## config.mk

```make
export PLATFORM = sky130hd
export DESIGN_NAME = regfile_wb_arbiter
export DESIGN_NICKNAME = d
export VERILOG_FILES = /design/src/rtl/regfile_wb_arbiter_pkg.sv /design/src/rtl/regfile_wb_arbiter_wb_queue.sv /design/src/rtl/regfile_wb_arbiter.sv
export SDC_FILE = /design/constraint.sdc
export NUM_CORES = 1
export LEC_CHECK = 0
export ABC_CLOCK_PERIOD_IN_PS = 8170
export BUFFER_PORTS_ARGS = -buffer_cell sky130_fd_sc_hd__buf_2
export CORE_AREA = 3 3 238 123
export DETAILED_ROUTE_END_ITERATION = 10
export DIE_AREA = 0 0 241 126
export PLACE_DENSITY_LB_ADDON = 0.2
export SETUP_SLACK_MARGIN = 0.02
export SLEW_MARGIN = 30
export SYNTH_ARGS = -nofsm -noshare
export SYNTH_HDL_FRONTEND = slang
export SYNTH_SLANG_ARGS = --single-unit
```

## constraint.sdc

```tcl
create_clock -name clk -period 8.17 [get_ports clk]
set_input_delay 0.4085 -clock clk [delete_from_list [all_inputs] [get_ports clk]]
set_output_delay 0.4085 -clock clk [all_outputs]
set_load 0.02 [all_outputs]
```

## src/rtl/regfile_wb_arbiter_pkg.sv

```systemverilog
// Shared definitions for the register-file writeback arbiter.
// Holds default widths, the requester ID encoding and the register-0 address.
package regfile_wb_arbiter_pkg;

    localparam int unsigned DATA_W_DEF = 64;
    localparam int unsigned ADDR_W_DEF = 5;
    localparam int unsigned DEPTH_DEF  = 2;

    // Requester identity, also the encoding of the last_grant register
    typedef enum logic {
        REQ_ALU = 1'b0,
        REQ_MEM = 1'b1
    } req_id_e;

    // Architectural zero register: writes are dropped, reads never hazard
    localparam int unsigned REG_ZERO = 0;

endpackage

```

## src/rtl/regfile_wb_arbiter_wb_queue.sv

```systemverilog
// wb_queue: DEPTH-entry synchronous FIFO of (address, data) writeback entries.
// Ports:
//   clk, rst (async active-low)
//   push, push_addr, push_data   enqueue one entry (caller guarantees not full)
//   pop                          dequeue the head (caller guarantees not empty)
//   count                        number of stored entries
//   head_addr, head_data         oldest entry
//   entry_valid, entry_addr      per-slot occupancy and address for hazard compare
module wb_queue #(
    parameter int unsigned DEPTH  = 2,
    parameter int unsigned ADDR_W = 5,
    parameter int unsigned DATA_W = 64,
    localparam int unsigned CNT_W = $clog2(DEPTH + 1),
    localparam int unsigned PTR_W = $clog2(DEPTH)
) (
    input  logic                           clk,
    input  logic                           rst,
    input  logic                           push,
    input  logic [ADDR_W-1:0]              push_addr,
    input  logic [DATA_W-1:0]              push_data,
    input  logic                           pop,
    output logic [CNT_W-1:0]               count,
    output logic [ADDR_W-1:0]              head_addr,
    output logic [DATA_W-1:0]              head_data,
    output logic [DEPTH-1:0]               entry_valid,
    output logic [DEPTH-1:0][ADDR_W-1:0]   entry_addr
);

    logic [PTR_W-1:0]  wr_ptr;
    logic [PTR_W-1:0]  rd_ptr;
    logic [ADDR_W-1:0] addr_mem [DEPTH];
    logic [DATA_W-1:0] data_mem [DEPTH];

    // Pointers and occupancy; DEPTH is a power of two so pointers wrap naturally
    always_ff @(posedge clk or negedge rst) begin
        if (!rst) begin
            wr_ptr <= '0;
            rd_ptr <= '0;
            count  <= '0;
        end else begin
            if (push) wr_ptr <= wr_ptr + PTR_W'(1);
            if (pop)  rd_ptr <= rd_ptr + PTR_W'(1);
            count <= count + CNT_W'(push) - CNT_W'(pop);
        end
    end

    // Addresses are reset so hazard compare never sees stale slots
    always_ff @(posedge clk or negedge rst) begin
        if (!rst) begin
            for (int unsigned i = 0; i < DEPTH; i++) addr_mem[i] <= '0;
        end else if (push) begin
            addr_mem[wr_ptr] <= push_addr;
        end
    end

    // Data payload needs no reset; it is only consumed behind a valid entry
    always_ff @(posedge clk) begin
        if (push) data_mem[wr_ptr] <= push_data;
    end

    // A slot is occupied when its distance from the read pointer is below count
    always_comb begin
        entry_valid = '0;
        entry_addr  = '0;
        for (int unsigned i = 0; i < DEPTH; i++) begin
            entry_valid[i] = CNT_W'(PTR_W'(PTR_W'(i) - rd_ptr)) < count;
            entry_addr[i]  = addr_mem[i];
        end
    end

    assign head_addr = addr_mem[rd_ptr];
    assign head_data = data_mem[rd_ptr];

endmodule

```

## src/rtl/regfile_wb_arbiter.sv

```systemverilog
// regfile_wb_arbiter: shares the register file write port between the ALU and
// memory writeback requesters through two queues and a round-robin arbiter,
// reports read-after-write hazards and optionally bypasses the write stage.
// Optional feature macro: REGFILE_WB_BYPASS_EN (write-stage bypass onto reads).
// Ports:
//   clk, rst (async active-low)
//   alu_valid/alu_ready/alu_addr/alu_data   ALU writeback push
//   mem_valid/mem_ready/mem_addr/mem_data   load writeback push
//   rf_write_en/rf_write_addr/rf_write_data registered register file write port
//   rd1_addr, rd2_addr                      read addresses
//   rf_rd1_data, rf_rd2_data                raw register file read data
//   rd1_data, rd2_data                      read data to the pipeline
//   rd_hazard                               read hits a pending write
module regfile_wb_arbiter
    import regfile_wb_arbiter_pkg::*;
#(
    parameter int unsigned DATA_W = DATA_W_DEF,
    parameter int unsigned ADDR_W = ADDR_W_DEF,
    parameter int unsigned DEPTH  = DEPTH_DEF
) (
    input  logic              clk,
    input  logic              rst,
    input  logic              alu_valid,
    output logic              alu_ready,
    input  logic [ADDR_W-1:0] alu_addr,
    input  logic [DATA_W-1:0] alu_data,
    input  logic              mem_valid,
    output logic              mem_ready,
    input  logic [ADDR_W-1:0] mem_addr,
    input  logic [DATA_W-1:0] mem_data,
    output logic              rf_write_en,
    output logic [ADDR_W-1:0] rf_write_addr,
    output logic [DATA_W-1:0] rf_write_data,
    input  logic [ADDR_W-1:0] rd1_addr,
    input  logic [ADDR_W-1:0] rd2_addr,
    input  logic [DATA_W-1:0] rf_rd1_data,
    input  logic [DATA_W-1:0] rf_rd2_data,
    output logic [DATA_W-1:0] rd1_data,
    output logic [DATA_W-1:0] rd2_data,
    output logic              rd_hazard
);

    localparam int unsigned CNT_W = $clog2(DEPTH + 1);

    logic                         active;
    req_id_e                      last_grant;
    req_id_e                      last_grant_nxt;
    logic                         grant_alu;
    logic                         grant_mem;
    logic                         wr_en_nxt;
    logic [ADDR_W-1:0]            wr_addr_nxt;
    logic [DATA_W-1:0]            wr_data_nxt;

    logic                         alu_push;
    logic                         mem_push;
    logic [CNT_W-1:0]             alu_count;
    logic [CNT_W-1:0]             mem_count;
    logic [ADDR_W-1:0]            alu_head_addr;
    logic [ADDR_W-1:0]            mem_head_addr;
    logic [DATA_W-1:0]            alu_head_data;
    logic [DATA_W-1:0]            mem_head_data;
    logic [DEPTH-1:0]             alu_entry_valid;
    logic [DEPTH-1:0]             mem_entry_valid;
    logic [DEPTH-1:0][ADDR_W-1:0] alu_entry_addr;
    logic [DEPTH-1:0][ADDR_W-1:0] mem_entry_addr;

    logic rd1_live;
    logic rd2_live;
    logic rd1_q_hit;
    logic rd2_q_hit;
    logic rd1_ws_hit;
    logic rd2_ws_hit;

    // Ready is held low during reset and asserts from the first edge after release
    assign alu_ready = active && (alu_count < CNT_W'(DEPTH));
    assign mem_ready = active && (mem_count < CNT_W'(DEPTH));
    assign alu_push  = alu_valid && alu_ready;
    assign mem_push  = mem_valid && mem_ready;

    wb_queue #(.DEPTH(DEPTH), .ADDR_W(ADDR_W), .DATA_W(DATA_W)) u_alu_queue (
        .clk         (clk),
        .rst         (rst),
        .push        (alu_push),
        .push_addr   (alu_addr),
        .push_data   (alu_data),
        .pop         (grant_alu),
        .count       (alu_count),
        .head_addr   (alu_head_addr),
        .head_data   (alu_head_data),
        .entry_valid (alu_entry_valid),
        .entry_addr  (alu_entry_addr)
    );

    wb_queue #(.DEPTH(DEPTH), .ADDR_W(ADDR_W), .DATA_W(DATA_W)) u_mem_queue (
        .clk         (clk),
        .rst         (rst),
        .push        (mem_push),
        .push_addr   (mem_addr),
        .push_data   (mem_data),
        .pop         (grant_mem),
        .count       (mem_count),
        .head_addr   (mem_head_addr),
        .head_data   (mem_head_data),
        .entry_valid (mem_entry_valid),
        .entry_addr  (mem_entry_addr)
    );

    // Round-robin grant and next write-stage contents
    always_comb begin
        grant_alu      = 1'b0;
        grant_mem      = 1'b0;
        last_grant_nxt = last_grant;
        wr_en_nxt      = 1'b0;
        wr_addr_nxt    = rf_write_addr;
        wr_data_nxt    = rf_write_data;
        if ((alu_count != '0) && ((mem_count == '0) || (last_grant == REQ_MEM))) begin
            grant_alu = 1'b1;
        end else if (mem_count != '0) begin
            grant_mem = 1'b1;
        end
        if (grant_alu) begin
            last_grant_nxt = REQ_ALU;
            wr_en_nxt      = alu_head_addr != ADDR_W'(REG_ZERO);
            wr_addr_nxt    = alu_head_addr;
            wr_data_nxt    = alu_head_data;
        end else if (grant_mem) begin
            last_grant_nxt = REQ_MEM;
            wr_en_nxt      = mem_head_addr != ADDR_W'(REG_ZERO);
            wr_addr_nxt    = mem_head_addr;
            wr_data_nxt    = mem_head_data;
        end
    end

    // Arbiter state and registered write stage
    always_ff @(posedge clk or negedge rst) begin
        if (!rst) begin
            active        <= 1'b0;
            last_grant    <= REQ_MEM;
            rf_write_en   <= 1'b0;
            rf_write_addr <= '0;
            rf_write_data <= '0;
        end else begin
            active        <= 1'b1;
            last_grant    <= last_grant_nxt;
            rf_write_en   <= wr_en_nxt;
            rf_write_addr <= wr_addr_nxt;
            rf_write_data <= wr_data_nxt;
        end
    end

    // Compare read addresses against every occupied queue slot
    always_comb begin
        rd1_q_hit = 1'b0;
        rd2_q_hit = 1'b0;
        for (int unsigned i = 0; i < DEPTH; i++) begin
            if (alu_entry_valid[i] && (alu_entry_addr[i] == rd1_addr)) rd1_q_hit = 1'b1;
            if (alu_entry_valid[i] && (alu_entry_addr[i] == rd2_addr)) rd2_q_hit = 1'b1;
            if (mem_entry_valid[i] && (mem_entry_addr[i] == rd1_addr)) rd1_q_hit = 1'b1;
            if (mem_entry_valid[i] && (mem_entry_addr[i] == rd2_addr)) rd2_q_hit = 1'b1;
        end
    end

    assign rd1_live   = rd1_addr != ADDR_W'(REG_ZERO);
    assign rd2_live   = rd2_addr != ADDR_W'(REG_ZERO);
    assign rd1_ws_hit = rf_write_en && (rf_write_addr == rd1_addr);
    assign rd2_ws_hit = rf_write_en && (rf_write_addr == rd2_addr);

`ifdef REGFILE_WB_BYPASS_EN
    // In-flight write is forwarded, so only queued entries are hazards
    assign rd_hazard = (rd1_live && rd1_q_hit) || (rd2_live && rd2_q_hit);
    assign rd1_data  = (rd1_live && rd1_ws_hit) ? rf_write_data : rf_rd1_data;
    assign rd2_data  = (rd2_live && rd2_ws_hit) ? rf_write_data : rf_rd2_data;
`else
    assign rd_hazard = (rd1_live && (rd1_q_hit || rd1_ws_hit)) ||
                       (rd2_live && (rd2_q_hit || rd2_ws_hit));
    assign rd1_data  = rf_rd1_data;
    assign rd2_data  = rf_rd2_data;
`endif

endmodule

```

==> impl_metrics.json, run 1 <==
{
  "status": "complete, no violations",
  "io_pins": 481,
  "m1WireLength_mm": 16.4,
  "end_kind": "flop",
  "wirelength_mm": 48.5,
  "finalCriticalPeriod_ns": 2.97,
  "worstSetupPathType": "flop to flop",
  "path_cells": "nor2_1 > o22ai_4 > buf_4 > o21ai_4 > buf_4 > inv_1 > ha_1 > inv_1 > ha_1 > xnor2_1 > xnor2_1",
  "r2r_start": "u_mem_queue.count[1]",
  "cts_tree": "done",
  "die_h_um": 126,
  "post_route_cells_drive_above_1_share_pct": 29.5,
  "syn_to_final_growth_pct": 10.9,
  "place_area_um2": 15500,
  "peakVddDrop_mv": 0.221,
  "yosys_register_bits": 356,
  "cp_top_family": "buffers and inverters",
  "clock_skew_ns": 0.0226,
  "post_cts.repair.setup_buffers": 0,
  "maxCapViolCount": 0,
  "route.detailed.vias_per_inst": 5.80,
  "netlist_area_um2": 15000,
  "design_area_um2": 16600,
  "hold_viol": 0,
  "fmax_mhz": 336,
  "root_buffer": "clkbuf_16",
  "fin_setup_tns_ns": 0,
  "holdBufCountCts": 10,
  "fillers": 2116,
  "nNetsFinal": 1397,
  "dp_hpwl_mm": 36.5,
  "remaining_drc_errors": 0,
  "worst_ep_arrival_time_ns": 3.47,
  "core-area_um2": 27400,
  "cts.clk_slew.worst_paths_ns": 0.07,
  "start_kind": "flop",
  "final-setup-viol-count": 0,
  "grt.total_usage_pct": 31.4,
  "start_util_pct": 54.6,
  "min_path_cells": 1,
  "hp-class": "input port to flop",
  "max_slew_margin_pct": 38.3,
  "top_layer_used": "met5",
  "portBuffers": 224,
  "synth_edf_count": 256,
  "r2r.worst_path.cells": 11,
  "place_inst": 1430,
  "period_share_pct": 36.4,
  "instances_no_fill": 1498,
  "routabilityCongestion": 0.911,
  "cpMaxStageDelayCell": "buf_4",
  "synth_cell_types": 35,
  "holdPathEnd": "u_alu_queue.data_mem[0][3]",
  "htree_levels": 1,
  "die_w_um": 241,
  "grt_first_pass_wirelength_mm": 66.8,
  "worstPathMaxFanout": 54,
  "clock_latency_ns": 0.58,
  "ys_warn_count": 0,
  "drt_iter0_markers": 716,
  "synth_area_per_cell_um2": 14.8,
  "first_pass_iters": 5,
  "rr_endpoint": "u_mem_queue.count[1]",
  "vias": 8689,
  "hold_start": "alu_data[3]",
  "ys_seq_area_share_pct": 68.0,
  "antenna_found_initial": 0,
  "synth_ff_type": "edfxtp_1",
  "wl_per_cell_um": 32.4,
  "power.leakage_nw": 6.52,
  "die_area_um2": 30400,
  "post_cts_resized": 0,
  "place_ws_ns": 5.23,
  "path_buf_inv": 4,
  "grt-ovfl-total": 0,
  "worstMarginPinSlew_ns": 0.926,
  "async_reset_ff_share_pct": 28.1,
  "wl_met3_mm": 7.78,
  "synthesis.nets": 1297,
  "rsz0062_at_grt": "no",
  "cpPeakStageDelay_ns": 0.57,
  "slew_viol_final": 0,
  "powerDensity_nw_per_um2": 373,
  "antenna_cells": 0,
  "cts_made_buffers": 31,
  "grt_pass1_vias": 8872,
  "cts.sinks": 356,
  "finish.utilization_pct": 60.5,
  "netlist_instances": 1013,
  "cts.path.max_buffers": 3,
  "required_ns": 8.67,
  "grt_max_degree": 70,
  "rows": 43,
  "rrSetupSlack_ns": 5.20,
  "fin_ws_ns": 5.20,
  "antenna_left": 0,
  "routed-wl-met2_mm": 22.4
}
metrics by stage:
step                      total power, mW  hold WS, ns
after detailed placement             4.80        0.449
after floorplan                      4.13        0.113
after global placement               4.71        0.442
after global routing                 6.47      0.00285
after CTS                            6.22    0.0000728
final                                6.19       0.0100
Yosys cell counts, drive strengths merged (3+ instances only):
library cell	count	area, um^2
nand2	74	278
nand3	6	30.0
buf	172	1190
mux2i	114	1140
nor2b	4	25.0
dfrtp	99	2480
o21ai	26	130
o221ai	45	394
clkbuf	10	37.5
nor2	28	105
inv	11	41.3
nor4	10	68.8
nor3	5	25.0
a31oi	3	18.8
a21oi	29	145
nand4	4	25.0
edfxtp	256	7690
mux2	44	495
xnor2	28	245
xor2	30	263
ha	4	50.1
or4	3	22.5
power by group:
part	switching, mW	leakage, nW	total (mW)	internal, mW
Clock	0.656	0.478	1.43	0.772
Sequential	0.344	3.53	2.70	2.36
Combinational	1.26	2.51	2.06	0.802
sequential cells by signal (all words and copies together), names as in the netlist:
name / cells
u_mem_queue.rd_ptr: 1
u_alu_queue.rd_ptr: 1
u_alu_queue.data_mem: 128
rf_write_en: 1
active: 1
u_alu_queue.count: 2
u_mem_queue.count: 2
u_alu_queue.wr_ptr: 1
rf_write_addr: 5
u_alu_queue.entry_addr: 10
u_mem_queue.entry_addr: 10
rf_write_data: 64
u_mem_queue.wr_ptr: 1
u_mem_queue.data_mem: 128
last_grant: 1
worst max path at each step:
stage	from	end	slack, ns	cells after the start
after CTS	u_alu_queue.rd_ptr	rd_hazard	5.21	7
after floorplan	u_alu_queue.count[1]	u_alu_queue.data_mem[1][0]	5.23	5
after detailed placement	u_mem_queue.count[1]	u_mem_queue.count[1]	5.23	11
after global routing	u_mem_queue.count[1]	u_mem_queue.count[1]	5.00	11
final	u_mem_queue.count[1]	u_mem_queue.count[1]	5.20	11
after global placement	u_alu_queue.count[1]	u_alu_queue.entry_addr[3]	5.20	5
cell families (layout without fill, tap and decap cells):
group / Yosys count / in the layout / synth area share (%)
flops: 356 / 356 / 68.0
buf+inv: 193 / 318 / 8.48
mux: 158 / 158 / 10.9
simple gates: 136 / 136 / 3.97
compound gates: 107 / 107 / 4.83
xor+xnor: 58 / 58 / 3.39
fa+ha+maj: 4 / 4 / 0.334
other cells: 1 / 1 / 0.0250
cell type report:
class | instances | area (um^2) | share of cell area [%]
Clock buffer | 37 | 808 | 4.87
Clock inverter | 21 | 170 | 1.02
Inverter | 11 | 42.5 | 0.256
Multi-Input combinational cell | 464 | 3560 | 21.4
Sequential cell | 356 | 10200 | 61.4
Tap cell | 360 | 450 | 2.71
Timing Repair Buffer | 249 | 1380 | 8.31
placed cells by master, fill, tap and decap left out, drive strengths merged:
cell,count
o221ai,45
and2,2
nand2,74
o22ai,2
conb,1
xnor2,28
clkinvlp,2
a21oi,29
bufinv,2
nor3,5
mux2i,114
a31oi,3
edfxtp,256
a22o,1
buf,239
ha,4
nor2,28
nand4,4
a21o,1
or4,3
dfrtp,99
xor2,30
inv,12
o21ai,26
nand3,6
mux2,44
dlygate4sd3,10
nor4,10
nor2b,4
clkbuf,37
dfstp,1
clkinv,16
routing by layer:
layer / vias up / track usage [%]
met4: 4 / 10.2
met3: 78 / 20.6
met5: - / 6.06
li1: 3769 / -
met2: 476 / 48.7
met1: 4362 / 34.8
Power figures use the tool's default switching activity.
==> run 2: changes to the inputs <==
ABC_AREA = 1   (was not set)
ABC_CLOCK_PERIOD_IN_PS = 2450   (was 8170)
CORE_AREA = 3 3 261 135   (was 3 3 238 123)
DIE_AREA = 0 0 264 138   (was 0 0 241 126)
clock period = 2.45 ns   (was 8.17 ns; I/O delays follow)
==> run 2 against run 1 <==
Compared with the run above: wire length up 6.3%; critical path depth decreased by 4; clock skew rose by 0.0044 ns; largest cell class unchanged.
==> impl_metrics.json, run 2 <==
{
  "status": "complete, no violations",
  "hold_slack_ns": 0.0942,
  "ys_seq_area_share_pct": 66.1,
  "powerDensity_nw_per_um2": 1170,
  "grt_max_degree": 71,
  "synth_area_per_cell_um2": 10.2,
  "synth_top_area_share_pct": 49.8,
  "rsz0062_at_grt": "no",
  "post_route_cells_drive_above_1_share_pct": 17.1,
  "synth.top_cells.by_count": "nand2_1, edfxtp_1, buf_4",
  "cts.path.max_buffers": 3,
  "vias": 11300,
  "fin_setup_tns_ns": 0,
  "route.detailed.vias_per_inst": 5.14,
  "period_share_pct": 90.3,
  "synthXorXnorAreaFrac_pct": 1.08,
  "hold_viol": 0,
  "root_buffer": "clkbuf_16",
  "synthesis.nets": 1790,
  "synth_top_area_cell": "edfxtp_1",
  "netlist_area_um2": 15400,
  "largestRegisters": "u_alu_queue.data_mem (128), u_mem_queue.data_mem (128), rf_write_data (64)",
  "synth_compound_area_share_pct": 2.75,
  "clock_latency_ns": 0.52,
  "hp-class": "input port to flop",
  "required_ns": 2.33,
  "first_pass_iters": 6,
  "mostFrequentLayoutCells": "nand2_1, edfxtp_1, buf_2",
  "cts_tree": "done",
  "final_common_cell": "nand2_1",
  "max_slew_margin_pct": 34.2,
  "cts_made_buffers": 34,
  "rows": 47,
  "syn_to_final_growth_pct": 20.3,
  "core-area_um2": 32900,
  "worstMarginPinSlew_ns": 0.986,
  "htree_levels": 2,
  "synth_cell_types": 30,
  "drt_iter0_markers": 862,
  "routabilityCongestion": 0.993,
  "nNetsFinal": 2020,
  "io_pins": 481,
  "ys_warn_count": 0,
  "finalCriticalPeriod_ns": 2.21,
  "grt-ovfl-total": 0,
  "start_util_pct": 46.8,
  "clock_skew_ns": 0.0270,
  "final-setup-viol-count": 0,
  "remaining_drc_errors": 0,
  "worst_ep_arrival_time_ns": 2.09,
  "totalPowerFinal_mw": 21.7,
  "worstSetupPathType": "flop to primary output",
  "wl_per_cell_um": 23.4,
  "grt.total_usage_pct": 27.1,
  "yosys_register_bits": 356,
  "antenna_left": 0,
  "end_kind": "primary output",
  "yosysMostFrequentCell": "nand2_1",
  "synth.area.top_cells": "edfxtp_1, dfrtp_1, nand2_1, buf_4, nor2_1",
  "slew_viol_final": 0,
  "synth_mux_area_share_pct": 0.0730,
  "netlist_instances": 1506,
  "synth_ff_type": "edfxtp_1",
  "die_area_um2": 36400,
  "die_h_um": 138,
  "maxCapViolCount": 0,
  "synth_top_family_by_area": "simple AND/OR/NAND/NOR gates",
  "yosys.area_share.simple_pct": 20.5,
  "portBuffers": 224,
  "peakVddDrop_mv": 0.582,
  "cts.clk_slew.worst_paths_ns": 0.07,
  "worstPathMaxFanout": 15,
  "start_kind": "flop",
  "fmax_mhz": 452,
  "cts.sinks": 356,
  "dp_hpwl_mm": 36.5,
  "power.leakage_nw": 8.06,
  "wirelength_mm": 51.5,
  "die_w_um": 264,
  "antenna_found_initial": 0,
  "grt_first_pass_wirelength_mm": 73.9,
  "antenna_cells": 0,
  "grt_pass1_vias": 11000,
  "synth_edf_count": 256,
  "async_reset_ff_share_pct": 28.1,
  "yosys.area_share.adder_pct": 0.324
}
-- run 2: cell types whose count changed after synthesis, sizes merged, moves of 37 or more --
cell and delta:
mux2 -43, inv +37, o221ai -45, nand3 +73
nand2 +540, o21ai +44, nor2 +82, mux2i -114
-- run 2: routing by layer --
| layer | global-route usage (%) | vias to the layer above | share of wire [%] |
|---|---|---|---|
| li1 | - | 5220 | - |
| met1 | 28.8 | 5421 | 34 |
| met2 | 46.1 | 586 | 49 |
| met3 | 14.1 | 83 | 13 |
| met4 | 9.30 | 4 | 3.5 |
| met5 | 3.60 | - | 0.27 |
-- run 2: worst paths after layout --
kind	startpoint	slack [ns]	cells past startpoint	to
max reg2reg	u_mem_queue.count[1]	0.28	9	u_mem_queue.count[1]
min reg2reg	rf_write_data[14]	0.48	2	rf_write_data[14]
min	alu_valid	0.09	3	u_alu_queue.wr_ptr
min in group asynchronous	rst	0.17	2	rf_write_data[47]
max	u_alu_queue.rd_ptr	0.24	7	rd_hazard
max in group asynchronous	rst	1.52	3	last_grant
-- run 2: report_power, final --
part	internal (mW)	switching (mW)	total (mW)	leakage (nW)
sequential	7.85	0.839	8.69	3.52
combinational	2.52	5.56	8.08	4.06
clock	2.71	2.18	4.89	0.478
total	13.1	8.58	21.7	8.06
-- run 2: logic make-up after synthesis --
family / count (synthesis)
and+or+nand+nor: 806
DFF: 356
buffers and inverters: 238
AOI/OAI and AO/OA: 81
xor gates and xnor gates: 19
adders and majority gates: 4
other: 1
muxes: 1
-- run 2: cell type report --
class                   instances  area [um^2]
clock buffers                  50          921
flip-flops and latches        356        10200
clock inverters                 9         73.8
repair buffers                383         2780
well taps                     441          552
inverters                      48          183
multi-input cells             913         3860
fillers                      2859        14400
-- run 2: per-stage QoR --
| stage | setup WS [ns] | cells | area [um^2] | util (%) |
|---|---|---|---|---|
| 3_3_place_gp | 0.0980 | 2001 | 16200 | 49.1 |
| 5_1_grt | 0.112 | 2200 | 18600 | 56.4 |
| 3_5_place_dp | 0.0591 | 2001 | 16200 | 49.1 |
| 6_report | 0.238 | 2200 | 18600 | 56.4 |
| 2_1_floorplan | 0.0461 | 1506 | 15400 | - |
| 4_1_cts | 0.0316 | 2199 | 18500 | 56.3 |
-- run 2: critical path, stage by stage, from the launching register on --
cell,delay [ns]
dfrtp_2,0.59
a21oi_1,0.17
nor2_1,0.24
nand3_1,0.13
nand3_1,0.10
o21bai_1,0.06
nand2_1,0.09
buf_2,0.19
-- run 2: repair_timing --
action / CTS / global route
setup buffers: 0 / 0
hold buffers: 139 / 0
setup endpoints to repair: 0 / 2
resized for setup: 0 / 1
endpoints found under the hold margin: 307 / 0
==> run 3: changes to the inputs <==
CORE_AREA = 3 3 315 162   (was 3 3 261 135)
DIE_AREA = 0 0 318 165   (was 0 0 264 138)
==> run 3 against run 2 <==
Compared with the run above: combinational power barely moved; clock power rose by 19%; sequential power barely moved; sequential share of layout area fell by 1.4 points; core utilization fell by 17 points; largest power group unchanged; highest routed layer is now met4.
==> impl_metrics.json, run 3 (synthesis gave the netlist of run 2 again) <==
{
  "multiInputGateArea_um2": 3860,
  "grt_max_degree": 75,
  "cpMaxStageDelayCell": "dfrtp_2",
  "cts.clk_slew.worst_paths_ns": 0.06,
  "mostFrequentLayoutCells": "nand2_1, edfxtp_1, buf_2",
  "cpPeakStageDelay_ns": 0.66,
  "path_cells": "nand2_1 > nand2_1 > nor2_1 > nand3_1 > nand2_1 > o21bai_1 > nand2_1 > buf_2",
  "post_route_cells_drive_above_1_share_pct": 18.0,
  "antenna_found_initial": 1,
  "share_comb_of_total_power_pct": 35.7,
  "wirelength_mm": 45.9,
  "max_slew_margin_pct": 35.1,
  "cts.path.max_buffers": 3,
  "status": "complete, no violations",
  "instances_no_fill": 2420,
  "p_int_mw": 13.8,
  "remaining_drc_errors": 0,
  "hold_slack_ns": 0.0581,
  "finalCriticalPeriod_ns": 2.23,
  "final-setup-viol-count": 0,
  "die_w_um": 318,
  "clock_skew_ns": 0.0114,
  "min_path_cells": 4,
  "cts.sinks": 356,
  "r2r.worst_path.cells": 9,
  "drt_iter0_markers": 603,
  "power.switching_mw": 8.72,
  "finish.utilization_pct": 39.5,
  "hp-class": "input port to flop",
  "power.leakage_nw": 8.18,
  "largestRegisters": "u_alu_queue.data_mem (128), u_mem_queue.data_mem (128), rf_write_data (64)",
  "rsz0062_at_grt": "no",
  "seq_area_um2": 10200,
  "worstSetupPathType": "flop to primary output",
  "p_seq_share_pct": 38.5,
  "first_pass_iters": 4,
  "start_util_pct": 32.0,
  "final_common_cell": "nand2_1",
  "period_share_pct": 91.1,
  "wl_per_cell_um": 19.0,
  "r2r_start": "u_mem_queue.count[0]",
  "post_cts.repair.setup_buffers": 0,
  "pwr-share-clk_pct": 25.8,
  "required_ns": 2.33,
  "hold_viol": 0,
  "clock_latency_ns": 0.53,
  "rows": 57,
  "grt-ovfl-total": 0,
  "vias": 10700,
  "grt.total_usage_pct": 16.9,
  "peakVddDrop_mv": 0.791,
  "end_kind": "primary output",
  "start_kind": "flop",
  "rr_endpoint": "rf_write_data[11]",
  "route.detailed.vias_per_inst": 4.44,
  "grt_first_pass_wirelength_mm": 67.0,
  "routabilityCongestion": 0.859,
  "syn_to_final_growth_pct": 23.6,
  "fillers": 4765,
  "worstPathMaxFanout": 21,
  "die_area_um2": 52500,
  "maxCapViolCount": 0,
  "worst_ep_arrival_time_ns": 2.11,
  "place_inst": 2211,
  "hold_start": "mem_valid",
  "antenna_left": 0,
  "htree_levels": 2,
  "portBuffers": 224,
  "path_common_cell": "nand2_1",
  "io_pins": 481,
  "slew_viol_final": 0,
  "root_buffer": "clkbuf_16",
  "fmax_mhz": 448,
  "grt_pass1_vias": 10700,
  "rrSetupSlack_ns": 0.28,
  "dp_hpwl_mm": 30.4,
  "cts_tree": "done",
  "cts_made_buffers": 37,
  "worstMarginPinSlew_ns": 0.971,
  "power.share.switching_pct": 38.7,
  "holdPathEnd": "u_mem_queue.wr_ptr",
  "fin_setup_tns_ns": 0,
  "nNetsFinal": 2025,
  "die_h_um": 165,
  "core-area_um2": 48300,
  "powerDensity_nw_per_um2": 1180
}
-- run 3: cell count changes in the layout (fill, tap and decap cells not counted), moves of 2 or more --
| cell | change |
|---|---|
| clkbuf_16 | +5 |
| clkinvlp_4 | +2 |
| buf_4 | +5 |
| clkbuf_8 | +2 |
| bufinv_16 | +3 |
| clkinv_4 | +3 |
| clkbuf_1 | -6 |
| inv_6 | +2 |
| buf_12 | -3 |
-- run 3: final cells by class --
cell class | count | area share [%]
Sequential cell | 356 | 53.5
Multi-Input combinational cell | 913 | 20.3
Timing Repair Buffer | 385 | 14.5
Clock buffer | 51 | 5.51
Tap cell | 649 | 4.26
Clock inverter | 17 | 1.06
Inverter | 48 | 0.958
Antenna cell | 1 | 0.0131
-- run 3: power groups by stage --
stage / sequential [mW] / combinational, mW / clock, mW
2_1_floorplan: 9.23 / 4.84 / 0
3_3_place_gp: 8.77 / 7.85 / 0
3_5_place_dp: 8.77 / 7.92 / 0
4_1_cts: 8.67 / 8.11 / 5.97
5_1_grt: 8.80 / 9.06 / 6.24
6_report: 8.66 / 8.05 / 5.81
-- run 3: worst max-delay path, delay by kind of cell, from the launching register on --
family | cells | cell delay [ns]
compound gates | 1 | 0.14
buf+inv | 1 | 0.18
flops | 1 | 0.66
simple gates | 6 | 0.60
-- run 3: metrics by stage --
step                worst slack (ns)  total power, mW  area (um^2)
floorplan                     0.0461             14.1        15400
global placement               0.155             16.6        16400
detailed placement             0.137             16.7        16400
CTS                            0.103             22.7        19000
global route                  0.0270             24.1        19100
finish                         0.219             22.5        19100
-- run 3: routing by layer --
metal	global-route usage, %	part of all wire [%]	vias to the layer above
met3	3.92	4.8	103
li1	-	-	5246
met5	0.463	0	-
met1	19.0	39	5162
met2	31.5	53	234
met4	6.23	3.3	0
-- run 3: worst max path at each step --
stage / start / end / slack (ns)
global placement: u_alu_queue.count[1] / u_mem_queue.count[1] / 0.16
CTS: u_alu_queue.rd_ptr / rd_hazard / 0.10
global route: u_alu_queue.rd_ptr / rd_hazard / 0.03
finish: u_alu_queue.rd_ptr / rd_hazard / 0.22
floorplan: u_mem_queue.count[1] / u_mem_queue.entry_addr[8] / 0.05
detailed placement: u_alu_queue.count[1] / u_mem_queue.count[0] / 0.14
-- run 3: timing repair --
action                     4_1_cts  5_1_grt
hold buffers                   139        0
gates resized for setup          0        2
setup endpoints to repair        0        4
hold endpoints to repair       309        0
